[src/rtl/avalon_pixel_reader.sv]
// Avalon-MM read master that walks a frame in raster order (Y inner, X outer), one read in flight.
// Define BORDER_ZERO_EN to emit border pixels as 0 without issuing a memory read.
module avalon_pixel_reader #(
    parameter int                    X_END      = 3,
    parameter int                    Y_END      = 3,
    parameter int                    X_WIDTH    = 2,
    parameter int                    Y_WIDTH    = 2,
    parameter int                    ADDR_WIDTH = 16,
    parameter int                    DATA_WIDTH = 8,
    parameter logic [ADDR_WIDTH-1:0] BASE_ADDR  = '0
) (
    input  logic                  clk_i,
    input  logic                  rst_i,
    input  logic                  start_i,
    output logic [ADDR_WIDTH-1:0] avm_address_o,
    output logic                  avm_read_o,
    input  logic                  avm_waitrequest_i,
    input  logic [DATA_WIDTH-1:0] avm_readdata_i,
    input  logic                  avm_readdatavalid_i,
    output logic [DATA_WIDTH-1:0] pix_data_o,
    output logic [X_WIDTH-1:0]    pix_x_o,
    output logic [Y_WIDTH-1:0]    pix_y_o,
    output logic                  pix_valid_o,
    input  logic                  pix_ready_i,
    output logic                  busy_o,
    output logic                  done_o,
    output logic [2:0]            dbg_state_o
);

    // Pixel handshake: a pixel transfers on a clock edge where pix_valid_o and pix_ready_i are
    // both high. Once pix_valid_o rises it stays high, with data and coordinates frozen, until
    // that transfer happens; pix_valid_o never depends combinationally on pix_ready_i.

    typedef enum logic [2:0] {
        S_IDLE = 3'd0,
        S_REQ  = 3'd1,
        S_WAIT = 3'd2,
        S_OUT  = 3'd3,
        S_DONE = 3'd4
    } state_t;

`ifdef BORDER_ZERO_EN
    localparam bit LP_BORDER = 1'b1;
`else
    localparam bit LP_BORDER = 1'b0;
`endif

    localparam logic [X_WIDTH-1:0] LP_X_END = X_WIDTH'(X_END);
    localparam logic [Y_WIDTH-1:0] LP_Y_END = Y_WIDTH'(Y_END);

    state_t                r_state;
    logic [X_WIDTH-1:0]    r_x;
    logic [Y_WIDTH-1:0]    r_y;
    logic [ADDR_WIDTH-1:0] r_addr;
    logic                  r_read;
    logic [DATA_WIDTH-1:0] r_data;
    logic                  r_valid;
    logic                  r_busy;
    logic                  r_done;

    logic                  w_last_x;
    logic                  w_last_y;
    logic [X_WIDTH-1:0]    w_next_x;
    logic [Y_WIDTH-1:0]    w_next_y;
    logic                  w_next_border;

    assign w_last_x      = (r_x == LP_X_END);
    assign w_last_y      = (r_y == LP_Y_END);
    assign w_next_x      = w_last_y ? (r_x + X_WIDTH'(1)) : r_x;
    assign w_next_y      = w_last_y ? '0 : (r_y + Y_WIDTH'(1));
    assign w_next_border = (w_next_x == '0) || (w_next_x == LP_X_END) ||
                           (w_next_y == '0) || (w_next_y == LP_Y_END);

    // The word address tracks the raster index, so advancing one pixel is a plain increment.
    always_ff @(posedge clk_i or posedge rst_i) begin
        if (rst_i) begin
            r_state <= S_IDLE;
            r_x     <= '0;
            r_y     <= '0;
            r_addr  <= BASE_ADDR;
            r_read  <= 1'b0;
            r_data  <= '0;
            r_valid <= 1'b0;
            r_busy  <= 1'b0;
            r_done  <= 1'b0;
        end else begin
            r_done <= 1'b0;
            unique case (r_state)
                S_IDLE: begin
                    if (start_i) begin
                        r_x    <= '0;
                        r_y    <= '0;
                        r_addr <= BASE_ADDR;
                        r_busy <= 1'b1;
                        if (LP_BORDER) begin
                            r_state <= S_OUT;
                            r_data  <= '0;
                            r_valid <= 1'b1;
                        end else begin
                            r_state <= S_REQ;
                            r_read  <= 1'b1;
                        end
                    end
                end
                S_REQ: begin
                    if (!avm_waitrequest_i) begin
                        r_read  <= 1'b0;
                        r_state <= S_WAIT;
                    end
                end
                S_WAIT: begin
                    if (avm_readdatavalid_i) begin
                        r_data  <= avm_readdata_i;
                        r_valid <= 1'b1;
                        r_state <= S_OUT;
                    end
                end
                S_OUT: begin
                    if (pix_ready_i) begin
                        r_valid <= 1'b0;
                        if (w_last_x && w_last_y) begin
                            r_state <= S_DONE;
                            r_done  <= 1'b1;
                        end else begin
                            r_x    <= w_next_x;
                            r_y    <= w_next_y;
                            r_addr <= r_addr + ADDR_WIDTH'(1);
                            if (LP_BORDER && w_next_border) begin
                                r_state <= S_OUT;
                                r_data  <= '0;
                                r_valid <= 1'b1;
                            end else begin
                                r_state <= S_REQ;
                                r_read  <= 1'b1;
                            end
                        end
                    end
                end
                S_DONE: begin
                    r_state <= S_IDLE;
                    r_busy  <= 1'b0;
                    r_x     <= '0;
                    r_y     <= '0;
                    r_addr  <= BASE_ADDR;
                end
                default: begin
                    r_state <= S_IDLE;
                    r_read  <= 1'b0;
                    r_valid <= 1'b0;
                    r_busy  <= 1'b0;
                end
            endcase
        end
    end

    assign avm_address_o = r_addr;
    assign avm_read_o    = r_read;
    assign pix_data_o    = r_data;
    assign pix_x_o       = r_x;
    assign pix_y_o       = r_y;
    assign pix_valid_o   = r_valid;
    assign busy_o        = r_busy;
    assign done_o        = r_done;
    assign dbg_state_o   = r_state;

endmodule
[config.mk]
export PLATFORM = sky130hd
export DESIGN_NAME = avalon_pixel_reader
export DESIGN_NICKNAME = d
export VERILOG_FILES = /design/src/rtl/avalon_pixel_reader.sv
export SDC_FILE = /design/constraint.sdc
export NUM_CORES = 1
export LEC_CHECK = 0
export BUFFER_PORTS_ARGS = -buffer_cell sky130_fd_sc_hd__buf_2
export CAP_MARGIN = 20
export CORE_MARGIN = 2
export CORE_UTILIZATION = 45
export CTS_BUF_LIST = sky130_fd_sc_hd__clkbuf_8
export DETAILED_ROUTE_END_ITERATION = 8
export HOLD_SLACK_MARGIN = 0.1
export PLACE_DENSITY = 0.74
export SLEW_MARGIN = 40
export SYNTH_ARGS = -nofsm -noshare
export SYNTH_HDL_FRONTEND = slang
export SYNTH_SLANG_ARGS = --single-unit
[constraint.sdc]
create_clock -name clk_i -period 2.1 [get_ports clk_i]
set_clock_uncertainty 0.1 [all_clocks]
set_input_delay 0.21 -clock clk_i [delete_from_list [all_inputs] [get_ports clk_i]]
set_output_delay 0.21 -clock clk_i [all_outputs]
set_load 0.02 [all_outputs]
==> reports/metrics.csv, run 1 <==
metric,value,unit
Post-Syn Nets,184,
number of routed nets with antenna violations,0,
die area,4430,um^2
ANT cells,0,
Bufs and invs on worst path,0,
clock buffer depth,2,
Core Area,3720,um^2
HP Class,in -> reg,
Post-synth EDFFs,0,
via count,1516,
cells along the critical path,"ha_1, a21bo_4, nor2_4, a41oi_1, a31oi_1",
slowest CP cell,dfrtp_1,
worst reg-to-reg setup slack,0.29,ns
Worst Reg-to-Reg Cells,5,
Slew @ Worst Pin,0.444,ns
Final setup violation count,0,
row count,22,
post-synthesis register bit count,35,
outcome,"complete, no violations",
Post-Layout Inst Area,2210,um^2
synthesized cell area,1760,um^2
Max-slew headroom,70.4,%
nature of the critical path endpoint,register,
Area Overhead vs Synth,25.4,%
initial core utilization,47.4,%
# nets final,246,
First DRT Iteration DRCs,122,
CTS sink cnt,35,
Yosys top cell by area,dfrtp_1,
post-CTS sizing,0,
"Remaining Overflow, GRT",0,
Post-DP HPWL,2.69,mm
CTS tree,done,
WHS Path Cells,3,
post-route clock period utilization,86.1,%
CP required,2.22,ns
DP Area,2040,um^2
Worst Setup SP,pix_y_o[0],
clk_lat worst skew,0.29,ns
Max Cap Viol,0,
Worst setup SP type,register,
Die Y,66.6,um
total track usage,19.2,%
share of cells above drive strength 1,32.2,%
vias in the first global route,1441,
Post-CTS Setup Bufs,0,
Leak,0.00107,uW
placer congestion estimate,0.878,
reg2reg start,pix_y_o[0],
Vias/cell,5.45,
most frequent cells in the layout,"48 x buf_2, 35 x dfrtp_1, 16 x nor2_1",
sequential fraction of the synthesis area,49.7,%
IO Count,49,
Routed WL per cell,13.9,um
Clock Tree Root,clkbuf_8,
Hold Buf Count CTS,9,
TritonCTS buffer count,5,
Fin Setup TNS,0,ns
Detailed Route WL,3.86,mm
Peak VDD IR,0.665,mV
total number of yosys warnings,0,
PD cells,1170,nW/um^2
CP Depth,5,
prevailing post-synth register cell,dfrtp_1,
Arrival @ worst endpoint,1.93,ns
"commonest non-fill, non-tap cell in the layout",buf_2,
Area contributors post-synth,"dfrtp_1 50%, mux2_2 5.1%, nor2_1 3.4%",
worst setup path end,avm_address_o[15],
DRC Markers,0,
First-pass DRT Iterations,4,
Port Buffers,48,
"Slew Viols, Final",0,
Syn Inst Count,167,
fin crit period,1.81,ns
largest net degree at the start of global routing,36,
first-pass GRT wire length,6.42,mm
die width,66.6,um
share of the synthesized area in the top cell type,49.7,%
RSZ-0062 raised after global routing,no,
WHS,0.147,ns
fmax,0.553,GHz
initial antenna violation count,0,
Cell variety after synth,41,
Crit Path Max Fanout,17,
asr flop ratio synth,100,%
Clock transition at path regs,0.07,ns
r2r endpoint,avm_address_o[15],
H-tree levels,2,
Top Family by Delay on Critical Path,compound AO/OA/AOI/OAI gates,
Hold Fails Final Rpt,0,
Setup CP Type,reg -> reg,
power consumption,2580,uW
syn_area_per_cell,10.5,um^2
CP peak stage delay,0.41,ns
per-layer routing:
metal	up-vias	GRT usage, %	wire length [um]
li1	749	-	-
met1	711	23.7	1710
met2	51	32.6	1860
met3	5	4.73	233
met4	0	6.89	63
met5	-	0	0
final cells by class:
cell class	instances	area, um^2
timing repair buffer	61	360
tap	48	60.1
fill	326	1510
clock buffer	5	68.8
inverter	5	18.8
sequential	35	876
multi-input combinational	121	813
clock inverter	3	12.5
kinds of logic after synthesis:
logic type                 count (synthesis)  share of synthesized area (%)
adders and majority gates                  3                           2.13
DFF                                       35                           49.7
AOI/OAI and AO/OA                         53                           21.7
and+or+nand+nor                           57                           17.2
muxes                                      8                           5.11
buffers and inverters                     11                           4.12
tightest hold or removal path, cell delays in order:
cell and delay [ns]:
buf_2 0.13, a31oi_1 0.08, nor2_1 0.08
flip-flops by register name, indices dropped and copies added, names as in the netlist:
register and flops:
avm_address_o 16, pix_data_o 8, dbg_state_o 3, pix_x_o 2, pix_y_o 2, avm_read_o 1, busy_o 1, done_o 1
pix_valid_o 1
cells in the mapped netlist, types with 3 or more instances:
cell	instances
nor2_1	16
buf_6	3
a41oi_1	3
o31ai_1	3
nand2_1	13
nand2b_1	4
a21oi_1	5
ha_1	3
o21ai_0	9
dfrtp_1	35
a31oi_1	9
inv_1	5
o21ai_1	6
nor3_1	5
mux2_2	8
nand3_1	7
a22o_1	4
where the power goes:
| group | leakage, uW | switching (uW) | internal, uW | total [uW] |
|---|---|---|---|---|
| Sequential | 0.000453 | 159 | 853 | 1010 |
| Combinational | 0.000566 | 682 | 428 | 1110 |
| Clock | 0.0000505 | 239 | 223 | 462 |
| Total | 0.00107 | 1080 | 1500 | 2580 |
per-stage QoR:
step,setup slack (ns),utilization [%],instances
after global routing,0.177,59.5,278
after CTS,0.299,59.5,278
after detailed placement,0.317,54.8,261
final,0.292,59.5,278
after global placement,0.356,54.8,261
after floorplan,0.341,-,167
worst min-delay path by stage:
stage,start,end,slack [ns]
2_1_floorplan,rst_i,avm_address_o[0],0.26
3_3_place_gp,rst_i,pix_data_o[2],0.23
3_5_place_dp,rst_i,pix_data_o[2],0.23
4_1_cts,start_i,busy_o,0.14
5_1_grt,start_i,busy_o,0.17
6_report,start_i,busy_o,0.15
(Power assumes the default switching activity.)
==> run 2: changes to the inputs <==
--- a/config.mk
+++ b/config.mk
@@ -7,12 +7,11 @@
 export LEC_CHECK = 0
 export BUFFER_PORTS_ARGS = -buffer_cell sky130_fd_sc_hd__buf_2
 export CAP_MARGIN = 20
-export CORE_MARGIN = 2
 export CORE_UTILIZATION = 45
 export CTS_BUF_LIST = sky130_fd_sc_hd__clkbuf_8
 export DETAILED_ROUTE_END_ITERATION = 8
-export HOLD_SLACK_MARGIN = 0.1
 export PLACE_DENSITY = 0.74
+export SETUP_SLACK_MARGIN = 0.4
 export SLEW_MARGIN = 40
 export SYNTH_ARGS = -nofsm -noshare
 export SYNTH_HDL_FRONTEND = slang
==> run 2 against run 1 <==
  * Sequential power about the same
  * Sequential share of layout area decreased by 1.6 points
  * Utilization is 2.7 points higher
  * Fmax increased by 8.9%
==> reports/metrics.csv, run 2 (synthesis gave the netlist of run 1 again) <==
metric,value,unit
outcome,"complete, no violations",
ANT cells,0,
# nets final,252,
Max-slew headroom,71.0,%
first-pass GRT wire length,6.60,mm
clock buffer depth,2,
Die Y,64.6,um
slowest CP cell,dfrtp_1,
fmax,0.602,GHz
Hold Fails Final Rpt,0,
Clock Tree Root,clkbuf_8,
RSZ-0062 raised after global routing,yes,
vias in the first global route,1452,
fin crit period,1.66,ns
Cell Int Power,1640,uW
max reg flops,16,
share of cells above drive strength 1,41.3,%
DRC Markers,0,
Detailed Route WL,4.00,mm
WHS,0.0545,ns
Bufs and invs on worst path,0,
row count,22,
Max Cap Viol,0,
total track usage,20.9,%
largest net degree at the start of global routing,36,
Top Family by Delay on Critical Path,compound AO/OA/AOI/OAI gates,
post-route clock period utilization,79.0,%
Vias/cell,5.57,
logic gate share of total power,46.2,%
Routed WL per cell,14.1,um
PD cells,1190,nW/um^2
Worst setup SP type,register,
Reg power frac,38.0,%
initial antenna violation count,0,
cells along the critical path,"ha_4, a21bo_4, o32ai_4, o21ai_0, a21o_1",
Fill cells,315,
Final setup violation count,0,
TritonCTS buffer count,5,
clock group share of total power,15.9,%
most frequent cells in the layout,"48 x buf_2, 32 x dfrtp_1, 16 x buf_4",
Peak VDD IR,0.733,mV
Setup CP Type,reg -> reg,
H-tree levels,2,
nature of the critical path endpoint,register,
"Remaining Overflow, GRT",0,
Area Overhead vs Synth,31.2,%
IO Count,49,
"Slew Viols, Final",0,
Post-DP HPWL,2.76,mm
Arrival @ worst endpoint,1.73,ns
initial core utilization,47.4,%
die width,64.6,um
via count,1577,
HP Class,in -> reg,
Port Buffers,48,
CP peak stage delay,0.42,ns
"commonest non-fill, non-tap cell in the layout",buf_2,
number of routed nets with antenna violations,0,
Slew @ Worst Pin,0.435,ns
Fin Setup TNS,0,ns
placer congestion estimate,0.787,
CTS sink cnt,35,
First-pass DRT Iterations,4,
First DRT Iteration DRCs,59,
CTS tree,done,
CP required,2.17,ns
worst reg-to-reg setup slack,0.44,ns
Sw Pwr,1110,uW
Leak,0.00111,uW
sw frac,40.3,%
Core Area,3720,um^2
Crit Path Max Fanout,7,
die area,4170,um^2
Clock transition at path regs,0.06,ns
clk_lat worst skew,0.28,ns
run 2: power groups by stage:
stage          combinational [uW]  clock (uW)  sequential (uW)
5_1_grt                      1380         482             1070
3_3_place_gp                 1070           0             1030
3_5_place_dp                 1090           0             1030
6_report                     1270         437             1040
4_1_cts                      1150         451             1040
2_1_floorplan                 611           0             1220
run 2: layout make-up:
cell class	instances	area [um^2]	area share, %
tap	48	60.1	2.60
clock inverter	2	7.51	0.325
sequential	35	880	38.1
inverter	5	18.8	0.812
clock buffer	5	68.8	2.98
timing repair buffer	67	410	17.8
multi-input combinational	121	866	37.5
run 2: worst paths after layout:
check                                   from          endpoint  cells past startpoint
min                        avm_readdata_i[3]     pix_data_o[3]                      2
max reg2reg                       pix_y_o[1]  avm_address_o[7]                      5
min reg2reg                           busy_o            busy_o                      2
min in group asynchronous              rst_i  avm_address_o[0]                      4
max in group asynchronous              rst_i    dbg_state_o[1]                      4
max                               pix_y_o[1]  avm_address_o[7]                      5
run 2: repair_timing:
item | in CTS | in global routing
setup endpoints to repair | 25 | 20
pin swaps | 2 | 6
hold endpoints to repair | 35 | 0
resized for setup | 3 | 7
setup buffers | 5 | 9
hold buffers | 1 | 0
run 2: worst register-to-register path, delay by kind of cell (launching register included):
family,cells,cell delay [ns]
AO/OA/AOI/OAI,4,0.84
adder cells (fa/ha/maj),1,0.20
flip-flops,1,0.42
run 2: stage by stage:
stage	setup WS, ns	util [%]	total power, uW	instance area (um^2)	instances
final	0.440	62.2	2750	2310	283
after global routing	0.369	62.2	2930	2310	283
after CTS	0.367	59.0	2640	2190	274
after detailed placement	0.322	55.0	2120	2040	261
after global placement	0.370	55.0	2100	2040	261
after floorplan	0.420	-	1830	1770	167
run 2: layer usage:
| metal | wire, um | GRT usage [%] | up-vias |
|---|---|---|---|
| met2 | 2050 | 35.9 | 59 |
| li1 | - | - | 758 |
| met5 | 0 | 0 | - |
| met4 | 19 | 5.28 | 0 |
| met3 | 276 | 7.57 | 2 |
| met1 | 1650 | 24.5 | 758 |
==> run 3: changes to the inputs <==
--- a/config.mk
+++ b/config.mk
@@ -10,7 +10,7 @@
 export CORE_UTILIZATION = 45
 export CTS_BUF_LIST = sky130_fd_sc_hd__clkbuf_8
 export DETAILED_ROUTE_END_ITERATION = 8
-export PLACE_DENSITY = 0.74
+export PLACE_DENSITY = 0.77
 export SETUP_SLACK_MARGIN = 0.4
 export SLEW_MARGIN = 40
 export SYNTH_ARGS = -nofsm -noshare
==> constraint.sdc (replaced) <==
create_clock -name clk_i -period 1.47 [get_ports clk_i]
set_clock_uncertainty 0.1 [all_clocks]
set_input_delay 0.147 -clock clk_i [delete_from_list [all_inputs] [get_ports clk_i]]
set_output_delay 0.147 -clock clk_i [all_outputs]
set_load 0.02 [all_outputs]
==> run 3 against run 2 <==
  * The flow now finishes with violations (negative setup slack)
  * Worst hold slack improved by 0.049 ns
  * First-iteration DRC count rose to 5.4 times the previous value
  * Global-route usage increased by 12 points
==> reports/metrics.csv, run 3 (synthesis gave the netlist of run 1 again) <==
metric,value,unit
PD cells,1800,nW/um^2
fin crit period,1.99,ns
clk_lat worst skew,0.30,ns
worst reg-to-reg setup slack,-0.52,ns
post-route clock period utilization,136,%
end of the worst hold path,busy_o,
Worst Reg-to-Reg Cells,5,
"Remaining Overflow, GRT",0,
"Slew Viols, Final",0,
row count,22,
cells along the critical path,"nand4_1, buf_4, nor4_2, nand3_1, o211ai_1",
vias in the first global route,2002,
Worst setup SP type,register,
first-pass GRT wire length,9.97,mm
Clock transition at path regs,0.08,ns
Max-slew headroom,61.9,%
Routed WL per cell,26.9,um
r2r endpoint,avm_address_o[13],
Slew @ Worst Pin,0.567,ns
Core Area,3720,um^2
H-tree levels,2,
max reg flops,16,
Post-DP HPWL,3.16,mm
Crit Path Max Fanout,6,
number of routed nets with antenna violations,0,
Die Y,64.6,um
# nets final,318,
Leak,0.00156,uW
Port Buffers,48,
final worst setup slack,-0.522,ns
RSZ-0062 raised after global routing,yes,
largest net degree at the start of global routing,36,
fmax,0.502,GHz
CP required,1.57,ns
via count,2301,
power consumption,6020,uW
Peak VDD IR,0.892,mV
TritonCTS buffer count,5,
Final setup violation count,34,
DRC Markers,0,
Area Overhead vs Synth,89.8,%
Detailed Route WL,9.43,mm
pre-CTS setup slack,-0.198,ns
initial core utilization,47.4,%
placer congestion estimate,0.826,
HP Class,in -> reg,
die area,4170,um^2
Max Cap Viol,0,
outcome,finished with violations,
final core utilization,90.0,%
Clock Tree Root,clkbuf_8,
CTS sink cnt,35,
First DRT Iteration DRCs,318,
reg2reg start,avm_address_o[2],
Vias/cell,6.56,
total track usage,32.5,%
violated checks,negative setup slack,
share of cells above drive strength 1,59.6,%
Arrival @ worst endpoint,2.10,ns
nature of the critical path endpoint,register,
clock buffer depth,2,
slowest CP cell,dfrtp_1,
HP Start,start_i,
WHS Path Cells,3,
Hold Fails Final Rpt,0,
IO Count,49,
Setup CP Type,reg -> reg,
initial antenna violation count,1,
First-pass DRT Iterations,5,
die width,64.6,um
Fin Setup TNS,-7.04,ns
"commonest non-fill, non-tap cell in the layout",buf_6,
CP peak stage delay,0.48,ns
CTS tree,done,
most frequent cells in the layout,"63 x buf_6, 42 x buf_4, 26 x dfrtp_1",
==> run 3: cell count changes in the layout (fill, tap and decap cells not counted), moves of 8 or more <==
cell	change
buf_2	-35
buf_6	+63
mux2_2	-8
buf_4	+26
mux2_4	+8
dlygate4sd3_1	+8
==> run 3: repair_timing <==
item / in CTS / in global routing
endpoints found under the setup margin: 66 / 70
buffers inserted: 18 / 19
hold buffers: 9 / 0
gates resized for setup: 105 / 26
pin swaps: 12 / 8
hold endpoints to repair: 43 / 0
cloned: 1 / 1
==> run 3: worst max-delay path by stage <==
stage,from,endpoint,slack [ns],depth (start not counted)
floorplan,pix_y_o[0],avm_address_o[13],-0.15,5
global placement,pix_y_o[1],avm_address_o[2],-0.16,5
detailed placement,pix_y_o[1],avm_address_o[2],-0.20,5
CTS,pix_x_o[0],avm_address_o[13],-0.15,5
global route,avm_address_o[2],avm_address_o[13],-0.50,5
finish,avm_address_o[2],avm_address_o[13],-0.52,5
==> run 3: area by class of cell <==
| cell class | count | area, um^2 |
|---|---|---|
| inverter | 5 | 21.3 |
| clock inverter | 1 | 7.51 |
| clock buffer | 7 | 96.3 |
| multi-input combinational | 121 | 966 |
| tap | 48 | 60.1 |
| sequential | 35 | 887 |
| fill | 133 | 373 |
| timing repair buffer | 133 | 1300 |
| antenna | 1 | 2.50 |
==> run 3: critical path: cells and delay by family (launching register included) <==
family                 cells  cell delay [ns]
buffers and inverters      1             0.24
AOI/OAI and AO/OA          1             0.18
and+or+nand+nor            3             0.89
DFF                        1             0.48
==> run 3: report_power, final <==
part	switching (uW)	internal [uW]	total, uW
Combinational	1730	1880	3610
Clock	385	427	812
Sequential	367	1240	1600
==> run 3: layer usage <==
layer	part of all wire (%)	wire length [um]	track usage [%]
met4	8.7	818	16.4
met1	34	3220	38.2
met2	46	4330	54.3
met3	11	1060	8.80
met5	0	0	0
==> run 3: through the flow <==
stage	hold slack (ns)	area [um^2]	instances
floorplan	0.195	1840	167
CTS	0.0727	3080	330
finish	0.104	3340	351
detailed placement	0.165	2370	294
global route	0.110	3340	351
global placement	0.167	2370	294
